<file path="config.mk">
export PLATFORM = sky130hd
export DESIGN_NAME = pc_sequencer
export DESIGN_NICKNAME = d
export VERILOG_FILES = /design/src/rtl/pc_sequencer.sv
export SDC_FILE = /design/constraint.sdc
export NUM_CORES = 1
export LEC_CHECK = 0
export CAP_MARGIN = 5
export CORE_MARGIN = 2
export CORE_UTILIZATION = 40
export DETAILED_ROUTE_END_ITERATION = 7
export GPL_TIMING_DRIVEN = 1
export PLACE_DENSITY = 0.72
export SETUP_SLACK_MARGIN = 0.15
export SLEW_MARGIN = 40
export SYNTH_ARGS = -nofsm -noshare
export SYNTH_HDL_FRONTEND = slang
export SYNTH_SLANG_ARGS = --single-unit
</file>
<file path="constraint.sdc">
create_clock -name clk -period 5.9 [get_ports clk]
set_input_delay 1.18 -clock clk [delete_from_list [all_inputs] [get_ports clk]]
set_output_delay 1.18 -clock clk [all_outputs]
set_load 0.02 [all_outputs]
</file>
<file path="src/rtl/pc_sequencer.sv">
`default_nettype none
`timescale 1ns/1ps
// +----------------------------------------------------------------------------+
// | Module  : pc_sequencer                                                     |
// | Brief   : simpleRISC control FSM: fetch, decode, execute handshake, PC update |
// | Revision: 1.0                                                              |
// +----------------------------------------------------------------------------+
module pc_sequencer #(
  parameter int               PCW      = 9,
  parameter int               IW       = 16,
  parameter logic [PCW-1:0]   RESET_PC = '0
) (
  input  logic            clk,
  input  logic            rst_n,
  input  logic            run,
  output logic            imem_req,
  output logic [PCW-1:0]  imem_addr,
  input  logic            imem_ack,
  input  logic [IW-1:0]   imem_rdata,
  output logic            exec_start,
  output logic [IW-1:0]   exec_instr,
  input  logic            exec_done,
  input  logic [2:0]      flags_in,
  output logic [PCW-1:0]  pc,
  output logic [2:0]      flags_q,
  output logic            branch_taken,
  output logic            halted,
  output logic            busy
);

  localparam logic [2:0] c_st_idle   = 3'd0;
  localparam logic [2:0] c_st_fetch  = 3'd1;
  localparam logic [2:0] c_st_decode = 3'd2;
  localparam logic [2:0] c_st_exec   = 3'd3;
  localparam logic [2:0] c_st_update = 3'd4;
  localparam logic [2:0] c_st_halt   = 3'd5;

  localparam logic [PCW-1:0] c_pc_one = PCW'(1);

  logic [2:0]     r_state;
  logic [2:0]     w_state_nxt;
  logic [PCW-1:0] r_pc;
  logic [IW-1:0]  r_ir;
  logic [2:0]     r_flags;
  logic           r_exec_start;

  logic           w_is_halt;
  logic           w_is_branch;
  logic           w_cond_true;
  logic           w_taken;
  logic [PCW-1:0] w_offset;
  logic [PCW-1:0] w_pc_nxt;

  assign w_is_halt   = (r_ir[15:14] == 2'b00) && (r_ir[13:11] == 3'b011);
  assign w_is_branch = (r_ir[15:14] == 2'b00) && (r_ir[13:11] == 3'b001);

  // Flags are {O,N,Z}; odd conditions test a flag set, even ones test it clear.
  always_comb begin
    w_cond_true = 1'b0;
    case (r_ir[10:8])
      3'b000:  w_cond_true = 1'b1;
      3'b001:  w_cond_true = r_flags[0];
      3'b010:  w_cond_true = ~r_flags[0];
      3'b011:  w_cond_true = r_flags[1];
      3'b100:  w_cond_true = ~r_flags[1];
      3'b101:  w_cond_true = r_flags[2];
      3'b110:  w_cond_true = ~r_flags[2];
      default: w_cond_true = 1'b0;
    endcase
  end

  assign w_taken  = w_is_branch && w_cond_true;
  assign w_offset = PCW'(signed'(r_ir[7:0]));
  assign w_pc_nxt = w_taken ? (r_pc + w_offset) : (r_pc + c_pc_one);

  always_ff @(posedge clk or negedge rst_n) begin
    if (!rst_n) begin
      r_state <= c_st_idle;
    end else begin
      r_state <= w_state_nxt;
    end
  end

  always_comb begin
    w_state_nxt = r_state;
    case (r_state)
      c_st_idle:   if (run) w_state_nxt = c_st_fetch;
      c_st_fetch:  if (imem_ack) w_state_nxt = c_st_decode;
      c_st_decode: begin
        if (w_is_halt)        w_state_nxt = c_st_halt;
        else if (w_is_branch) w_state_nxt = c_st_update;
        else                  w_state_nxt = c_st_exec;
      end
      c_st_exec:   if (exec_done) w_state_nxt = c_st_update;
      c_st_update: w_state_nxt = run ? c_st_fetch : c_st_idle;
      c_st_halt:   w_state_nxt = c_st_halt;
      default:     w_state_nxt = c_st_idle;
    endcase
  end

  // exec_start is registered so it is high exactly on the first EXEC cycle.
  always_ff @(posedge clk or negedge rst_n) begin
    if (!rst_n) begin
      r_pc         <= RESET_PC;
      r_ir         <= '0;
      r_flags      <= '0;
      r_exec_start <= 1'b0;
    end else begin
      r_exec_start <= (r_state == c_st_decode) && !w_is_halt && !w_is_branch;
      if ((r_state == c_st_fetch) && imem_ack) r_ir <= imem_rdata;
      if ((r_state == c_st_exec) && exec_done) r_flags <= flags_in;
      if (r_state == c_st_update) r_pc <= w_pc_nxt;
    end
  end

  always_comb begin
    imem_req     = (r_state == c_st_fetch);
    imem_addr    = r_pc;
    exec_start   = r_exec_start;
    exec_instr   = r_ir;
    pc           = r_pc;
    flags_q      = r_flags;
    branch_taken = (r_state == c_st_update) && w_taken;
    halted       = (r_state == c_st_halt);
    busy         = (r_state != c_st_idle) && (r_state != c_st_halt);
  end

endmodule
`default_nettype wire

</file>
Word-level counts from Yosys, hierarchy flattened
Cells that the tools add are included.

Bits of input ports: 24. Logic and storage cells: 52. Output and inout bits: 42. Bits in registers: 32.

Bitwise operators: 3. Add/sub/neg operators: 2. Reductions and logical operators: 16. Multiplexer cells: 9. Eq/ne operators: 17.

Operators by type and width (number): one-hot mux 3 bit (6 select lines) (1); equality test 3 x 2 -> 1 bit (second input constant) (5); equality test 3 bit (second input constant) (5); two-way mux 3 bit (5); adder 9 x 1 -> 9 bit (second input constant) (1); adder 9 bit (1); equality test 3 x 1 -> 1 bit (second input constant) (3); logical AND 1 bit (9); two-way mux 9 bit (1); one-hot mux 1 bit (7 select lines) (1); logical NOT 3 bit (2); != test 2 bit (second input constant) (2); != test 3 bit (second input constant) (1); inverter 1 bit (3); AND reduction 3 bit (1); nonzero test 3 bit (1); logical NOT 1 bit (2); logical NOT 2 bit (1); != test 2 x 1 -> 1 bit (second input constant) (1); two-way mux 1 bit (1).

Depth between registers and ports, before layout
Gate-level depths: netlist of the first run.

Word-level depth: 5. Gate-level depth with buffers: 13. Mapped depth without buffers: 12.

Least setup slack after synthesis of the first run
Ideal clock, no wire load.

Path kind: flip-flop to flip-flop. Start point: register r_flags[0], in the netlist flags_q[0]. End point: register r_pc[8], in the netlist imem_addr[8]. Cell stages (with the launch flop): 14. Required time: 5820 ps. Buffers on the path: 1. Setup time: 80 ps. Data arrival time: 3289 ps. Period minus slack after synthesis: 3369 ps. Slack: 2531 ps. Cell sequence: dfrtp_1 > nor2b_1 > a221o_1 > a2111oi_4 > buf_6 > nand2b_1 > ha_1 > fa_1 > a211oi_1 > nor2_1 > o221a_2 > o211a_1 > nor3_2 > xor2_1.

Cells in the longest elaborated chain, start to end: 4.

RTL lines: start: declaration (RTL line 44) `logic [2:0] r_flags;`; start signal: assignment (RTL line 111) `if ((r_state == c_st_exec) && exec_done) r_flags <= flags_in;`; inverter 1 bit (RTL line 63) `3'b010: w_cond_true = ~r_flags[0];`; one-hot mux 1 bit (7 select lines) (*) (RTL line 60) `case (r_ir[10:8])`; logical AND 1 bit (*) (RTL line 72) `assign w_taken = w_is_branch && w_cond_true;`; two-way mux 9 bit (*) (RTL line 74) `assign w_pc_nxt = w_taken ? (r_pc + w_offset) : (r_pc + c_pc_one);`; end signal: assignment (RTL line 112) `if (r_state == c_st_update) r_pc <= w_pc_nxt;`; end: declaration (RTL line 42) `logic [PCW-1:0] r_pc;`.

Mark *: on every way between the ends. The rest lies on a longest branch, timed or not. A chain may end at the register's enable or synchronous reset.

Worst setup path after layout of the first run
Start point: register r_flags[0], in the netlist flags_q[0]. End point: output port branch_taken.

Cells in the longest elaborated chain, start to end: 4.

RTL lines: inverter 1 bit (RTL line 63); one-hot mux 1 bit (7 select lines) (*) (RTL line 60); logical AND 1 bit (*) (RTL line 72); logical AND 1 bit (*) (RTL line 123) `branch_taken = (r_state == c_st_update) && w_taken;`; end: declaration (RTL line 26) `output logic branch_taken,`.

Marked as above.

==> metrics.md, run 1 <==
| Metric | Value |
|---|---|
| P&R area growth vs syn | 39.9% |
| #FFs+latches synth | 32 |
| Final Wtd Congestion | 0.875 |
| Final cell count without fillers | 271 |
| Root buf cell | clkbuf_8 |
| Worst reg2reg startpoint | flags_q[0]$_DFFE_PN0P_ |
| Sw Pwr | 542 uW |
| Clock power frac | 0.131 |
| Path category of the worst min-delay check | reg -> reg |
| Worst VDD drop | 268 uV |
| RSZ-0062 raised after global routing | false |
| Share of layout cells above drive strength 1 | 0.105 |
| # resized after CTS | 0 |
| Worst Reg-to-Reg Cells | 12 |
| TritonCTS clock tree | done |
| Max_slew headroom | 0.501 |
| Critical path fanouts, max | 11 |
| Critical R2R Capture | imem_addr[8]$_DFFE_PN0N_ |
| Fin. Hold Viols | 0 |
| Port buffer count | 65 |
| Initial antenna violation count | 0 |
| Commonest non-fill, non-tap cells in the layout | clkdlybuf4s50_1 (65), dfrtp_1 (32), nand2_1 (11), mux2_2 (11), mux2_1 (10) |
| Vias in the first global route | between 1,000 and 1,500 |
| Register area share after synthesis | 0.448 |
| Clock Latency Late Sink | 280 ps |
| Synth Flop Type | dfrtp_1 |
| Type of origin of the critical path | flip-flop |
| Leakage | ~0.0011 uW |
| Crit path cell chain | nor2b_1 > a221o_1 > a2111oi_4 > and3_1 > clkdlybuf4s50_1 |
| Most common cell after layout, fill and taps aside | clkdlybuf4s50_1 |
| Detailed Place HPWL | ~2800 um |
| CP max-delay cell | a2111oi_4 |
| Count of nets after finishing | 251 |
| Initial DRT Pass Iterations | 5 |
| Crit path capture type | output port |
| Total power | about 1300 uW |
| Synth Cell Area | 0.00179 mm^2 |
| Drt initial violations | 71 |
| Ys Warns | 0 |
| Number of H-tree levels | 2 |
| Core area | 0.00432 mm^2 |
| Vias/cell | 5.07 |
| Sink Count | 32 |
| ANT cells | 0 |
| Pwr dens | 531 mW/mm^2 |
| Placed cell count | 263 |
| Switching share of total power | 0.408 |
| Run status | complete, no violations |
| First-pass GRT wire length | about 6400 um |
| Sequential share of power | 0.330 |
| Setup Skew | 3.22 ps |
| Total Wirelength | roughly 3800 um |
| Slew Limit Fails | 0 |
| Syn nets | 193 |
| Critical Path End | branch_taken |
| Gate power share | 0.539 |
| Die height | 70.9 um |
| Maxcap violations | 0 |
| Worst slew pin tran | roughly 750 ps |
| Reg clk slew, reported paths | approximately 70 ps |
| Routed Antenna Nets | 0 |
| Hold buffers post-CTS | 0 |
| Flop-to-flop setup slack | between 2000 and 2500 ps |
| Die area | 0.00502 mm^2 |
| Post-synth cell types | 42 |
| Post-route cell area | 0.00250 mm^2 |
| Worst EP required | 4720 ps |
| WL/cell | ~14 um |
| Fin crit share | 0.652 |
| Pint | 788 uW |
| Final setup violation count | 0 |
| CP startpoint | flags_q[0]$_DFFE_PN0P_ |
| Worst Hold Slack | 519 ps |
| Max Fclk | 260 MHz |
| TNS Setup | 0 ps |
| Biggest cell delay along the critical path | 620 ps |
| Avg Inst Size Synth | 11.2 um^2 |
| CTS Buffer Depth | 2 |
| Crit path DAT | 2670 ps |
| Drt drc | 0 |
| Initial core utilization | 0.414 |
| GRT Residual Overflow | 0 |
| Setup Buffers After CTS | 0 |
| Placed Area | ~0.0024 mm^2 |
| Die width | 70.9 um |
| Largest net degree at the start of global routing | 33 |
| Worst setup path category | reg -> out |
| # rows | 24 |
| Number of flops mapped to enable cells by yosys | 0 |
| Ys async rst share | 1.00 |
| # IOs | 66 |
| Via count | 1,375 |
| GRT Util Overall | 0.165 |
| Fin crit period | 3850 ps |
| Cts bufs inserted | 5 |
| Synth Instances | 160 |
-- cell type report --
class | instances | area, um^2
sequential | 32 | 801
clock buffer | 8 | 90.1
inverter | 3 | 11.3
multi-input combinational | 110 | 878
fill | 395 | 1820
tap | 52 | 65.1
timing repair buffer | 66 | 658
-- logic make-up (layout without fill, tap and decap cells) --
| kind of cell | after synthesis | after routing | synth area share |
|---|---|---|---|
| fa+ha+maj | 9 | 9 | 0.0671 |
| simple gates | 42 | 42 | 0.127 |
| flops | 32 | 32 | 0.448 |
| compound gates | 31 | 31 | 0.130 |
| mux | 22 | 22 | 0.138 |
| xor+xnor | 6 | 6 | 0.0294 |
| buf+inv | 18 | 77 | 0.0615 |
-- per-stage QoR --
stage                     worst slack, ps   util
after floorplan                      2530      -
after global placement               2390  0.558
after detailed placement             2330  0.558
after CTS                            2020  0.579
after global routing                 1910  0.579
final                                2050  0.579
-- worst min path at each step --
stage / startpoint / to / slack [ps] / cells past startpoint
final: exec_instr[11]$_DFFE_PN0P_ / exec_instr[11]$_DFFE_PN0P_ / 520 / 1
after global placement: exec_instr[13]$_DFFE_PN0P_ / exec_instr[13]$_DFFE_PN0P_ / 490 / 1
after global routing: exec_instr[4]$_DFFE_PN0P_ / exec_instr[4]$_DFFE_PN0P_ / 550 / 1
after CTS: exec_instr[11]$_DFFE_PN0P_ / exec_instr[11]$_DFFE_PN0P_ / 530 / 1
after detailed placement: exec_instr[11]$_DFFE_PN0P_ / exec_instr[11]$_DFFE_PN0P_ / 510 / 1
after floorplan: r_state[2]$_DFFE_PN0P_ / r_state[1]$_DFFE_PN0P_ / 480 / 1
-- power by group through the flow --
| stage | registers, uW | clock network, uW | logic [uW] |
|---|---|---|---|
| 2_1_floorplan | 520 | 0 | 344 |
| 3_3_place_gp | 438 | 0 | 720 |
| 3_5_place_dp | 443 | 0 | 722 |
| 4_1_cts | 440 | 180 | 726 |
| 5_1_grt | 459 | 192 | 773 |
| 6_report | 439 | 174 | 717 |
-- routing by layer --
layer	part of all wire	wire length [um]	GRT usage	up-vias
met5	0	0	0	-
met4	0.010	38	0.0566	0
met3	0.077	292	0.0499	4
met2	0.47	1780	0.254	51
met1	0.45	1700	0.221	642
li1	-	-	-	678
-- cell usage after synthesis (2+ instances only) --
| master | count | share of area |
|---|---|---|
| o21a_1 | 4 | 0.017 |
| xnor2_1 | 2 | 0.0098 |
| nor2_1 | 9 | 0.019 |
| dfrtp_1 | 32 | 0.45 |
| mux2_1 | 10 | 0.063 |
| inv_1 | 2 | 0.0042 |
| mux2_2 | 11 | 0.069 |
| a211oi_1 | 2 | 0.0084 |
| o31ai_1 | 2 | 0.0084 |
| and2_1 | 8 | 0.028 |
| clkbuf_1 | 4 | 0.0084 |
| nor3b_1 | 2 | 0.0084 |
| nand2_1 | 11 | 0.023 |
| buf_4 | 9 | 0.038 |
| xor2_1 | 4 | 0.020 |
| o21bai_1 | 2 | 0.0084 |
| ha_1 | 8 | 0.056 |
| nand2b_1 | 4 | 0.014 |
| a21oi_1 | 6 | 0.017 |
| o21ai_0 | 6 | 0.017 |
-- flip-flops by register name (all words and copies together), names as in the netlist --
| name | cells |
|---|---|
| exec_instr | 16 |
| exec_start | 1 |
| flags_q | 3 |
| imem_addr | 9 |
| r_state | 3 |
-- critical path: cells and delay by family, from the launching register on --
kind	cells	cell delay, ps
compound gates	2	1000
buf+inv	1	610
flops	1	400
simple gates	2	380
Power figures use the tool's default switching activity.
==> inputs of run 2 (changes only) <==
clock period = 3.6 ns   (was 5.9 ns; I/O delays follow)
==> metrics.md, run 2 (same netlist as run 1, synthesis figures left out) <==
| Metric | Value |
|---|---|
| Setup Skew | 3.73 ps (was 3.22 ps) |
| Largest net degree at the start of global routing | 33 (unchanged) |
| Critical path fanouts, max | 10 (was 11) |
| WL/cell | 14.3 um (was 14.1 um) |
| Area of the multi-input gates | 881 um^2 (was 878 um^2) |
| Initial DRT Pass Iterations | 4 (was 5) |
| Via count | 1,402 (was 1,375) |
| Vias in the first global route | 1,393 (was 1,319) |
| Cts bufs inserted | 5 (unchanged) |
| Fin crit period | between 3000 and 4000 ps |
| Drt initial violations | 55 (was 71) |
| Initial antenna violation count | 0 (unchanged) |
| Core area | 0.00432 mm^2 (unchanged) |
| Count of nets after finishing | 252 (was 251) |
| Pwr dens | 894 mW/mm^2 (was 531 mW/mm^2) |
| Hold buffers post-CTS | 0 (unchanged) |
| Detailed Place HPWL | 3020 um (was 2850 um) |
| Crit path capture type | output port (unchanged) |
| # IOs | 66 (unchanged) |
| Worst VDD drop | 476 uV (was 268 uV) |
| TNS Setup | 0 ps (unchanged) |
| Type of origin of the critical path | flip-flop (unchanged) |
| Worst EP required | 2880 ps (was 4720 ps) |
| Die width | 70.9 um (unchanged) |
| Largest register FFs | 16 (unchanged) |
| Number of H-tree levels | 2 (unchanged) |
| Initial core utilization | 0.414 (unchanged) |
| GRT Residual Overflow | 0 (unchanged) |
| RSZ-0062 raised after global routing | false (unchanged) |
| Run status | complete, no violations (unchanged) |
| Worst slew pin tran | 738 ps (was 748 ps) |
| Vias/cell | 5.15 (was 5.07) |
| ANT cells | 0 (unchanged) |
| Slew Limit Fails | 0 (unchanged) |
| P&R area growth vs syn | 42.5% (was 39.9%) |
| Drt drc | 0 (unchanged) |
| Crit path DAT | 2550 ps (was 2670 ps) |
| Share of layout cells above drive strength 1 | 0.123 (was 0.105) |
| Post-route cell area | 0.00255 mm^2 (was 0.00250 mm^2) |
| Die height | 70.9 um (unchanged) |
| Fin. Hold Viols | 0 (unchanged) |
| Commonest non-fill, non-tap cells in the layout | clkdlybuf4s50_1 (65), dfrtp_1 (32), nand2_1 (11), mux2_2 (11), mux2_1 (10) (unchanged) |
| # rows | 24 (unchanged) |
| Final Wtd Congestion | 0.854 (was 0.875) |
| Worst setup path category | reg -> out (unchanged) |
| Sink Count | 32 (unchanged) |
| Max Fclk | 306 MHz |
| Most common cell after layout, fill and taps aside | clkdlybuf4s50_1 (unchanged) |
| Path category of the worst min-delay check | reg -> reg (unchanged) |
| Routed Antenna Nets | 0 (unchanged) |
| Final setup violation count | 0 (unchanged) |
| Placed Area | 0.00242 mm^2 (was 0.00241 mm^2) |
| CTS Buffer Depth | 2 (unchanged) |
| Die area | 0.00502 mm^2 (unchanged) |
| Clock Latency Late Sink | 280 ps (about the same) |
| First-pass GRT wire length | 6530 um (was 6440 um) |
| Reg clk slew, reported paths | 70 ps (about the same) |
| Leakage | 0.00110 uW (was 0.00107 uW) |
| Reg area | 801 um^2 (unchanged) |
| Fin crit share | 0.909 |
| Maxcap violations | 0 (unchanged) |
| Max_slew headroom | 0.508 (was 0.501) |
| GRT Util Overall | 0.169 (was 0.165) |
| Root buf cell | clkbuf_8 (unchanged) |
| TritonCTS clock tree | done (unchanged) |
| Fill cells | 398 (was 395) |
| Worst Hold Slack | 493 ps (was 519 ps) |
| Port buffer count | 65 (unchanged) |
| Total Wirelength | 3890 um (was 3810 um) |
## run 2: cell types whose count changed in the layout (fill, tap and decap cells not counted)
cell | previous run | this run
buf_4 | 1 | 2
bufinv_16 | 0 | 1
clkbuf_1 | 2 | 0
clkbuf_8 | 6 | 7
fa_1 | 1 | 0
fa_2 | 0 | 1
## run 2: metal layers
layer / vias up / wire, um / track usage
met5: - / 0 / 0
met4: 0 / 74 / 0.0692
met3: 6 / 151 / 0.0413
met2: 37 / 1920 / 0.275
met1: 680 / 1750 / 0.216
li1: 679 / - / -
## run 2: path summary, 6_finish.rpt
path                                                 end                        from  cells after the start  slack, ps
min in group asynchronous         r_state[2]$_DFFE_PN0P_                       rst_n                      2        830
worst min register to register  imem_addr[8]$_DFFE_PN0N_    imem_addr[8]$_DFFE_PN0N_                      1        490
worst max-delay path                        branch_taken  exec_instr[13]$_DFFE_PN0P_                      5        330
worst min-delay path            imem_addr[8]$_DFFE_PN0N_    imem_addr[8]$_DFFE_PN0N_                      1        490
worst max register to register  imem_addr[8]$_DFFE_PN0N_  exec_instr[13]$_DFFE_PN0P_                     11        350
max in group asynchronous       imem_addr[2]$_DFFE_PN0N_                       rst_n                      2       2480
## run 2: power breakdown
part | internal (uW) | switching, uW
Sequential | 528 | 194
Combinational | 611 | 571
Clock | 244 | 132
Total | 1380 | 897
## run 2: timing repair
action                                  4_1_cts  5_1_grt
endpoints found under the hold margin         0        0
endpoints found under the setup margin        0        1
setup buffers                                 0        0
resized for setup                             0        1
## run 2: final cells by class
type,count,share of cell area
Clock buffer,7,0.0378
Tap cell,52,0.0255
Multi-Input combinational cell,110,0.345
Sequential cell,32,0.314
Timing Repair Buffer,67,0.261
Clock inverter,1,0.0118
Inverter,3,0.00442
## run 2: worst max-delay path, cell delays in order, from the launching register on
cell,delay (ps)
dfrtp_1,400
or4b_4,590
a2111oi_4,300
buf_4,220
and3_1,160
clkdlybuf4s50_1,600
## run 2: per-stage QoR
stage,setup slack (ps),total power (uW),util,std cells
final,328,2280,0.590,272
after global routing,192,2430,0.590,272
after CTS,263,2310,0.589,272
after detailed placement,296,1920,0.560,264
after global placement,390,1900,0.560,264
after floorplan,231,1410,-,160
==> inputs of run 3 (changes only) <==
CTS_BUF_LIST = sky130_fd_sc_hd__clkbuf_8   (was default)
==> results of run 3 <==
Final layout, timing and power as in run 2 (identical DEF).
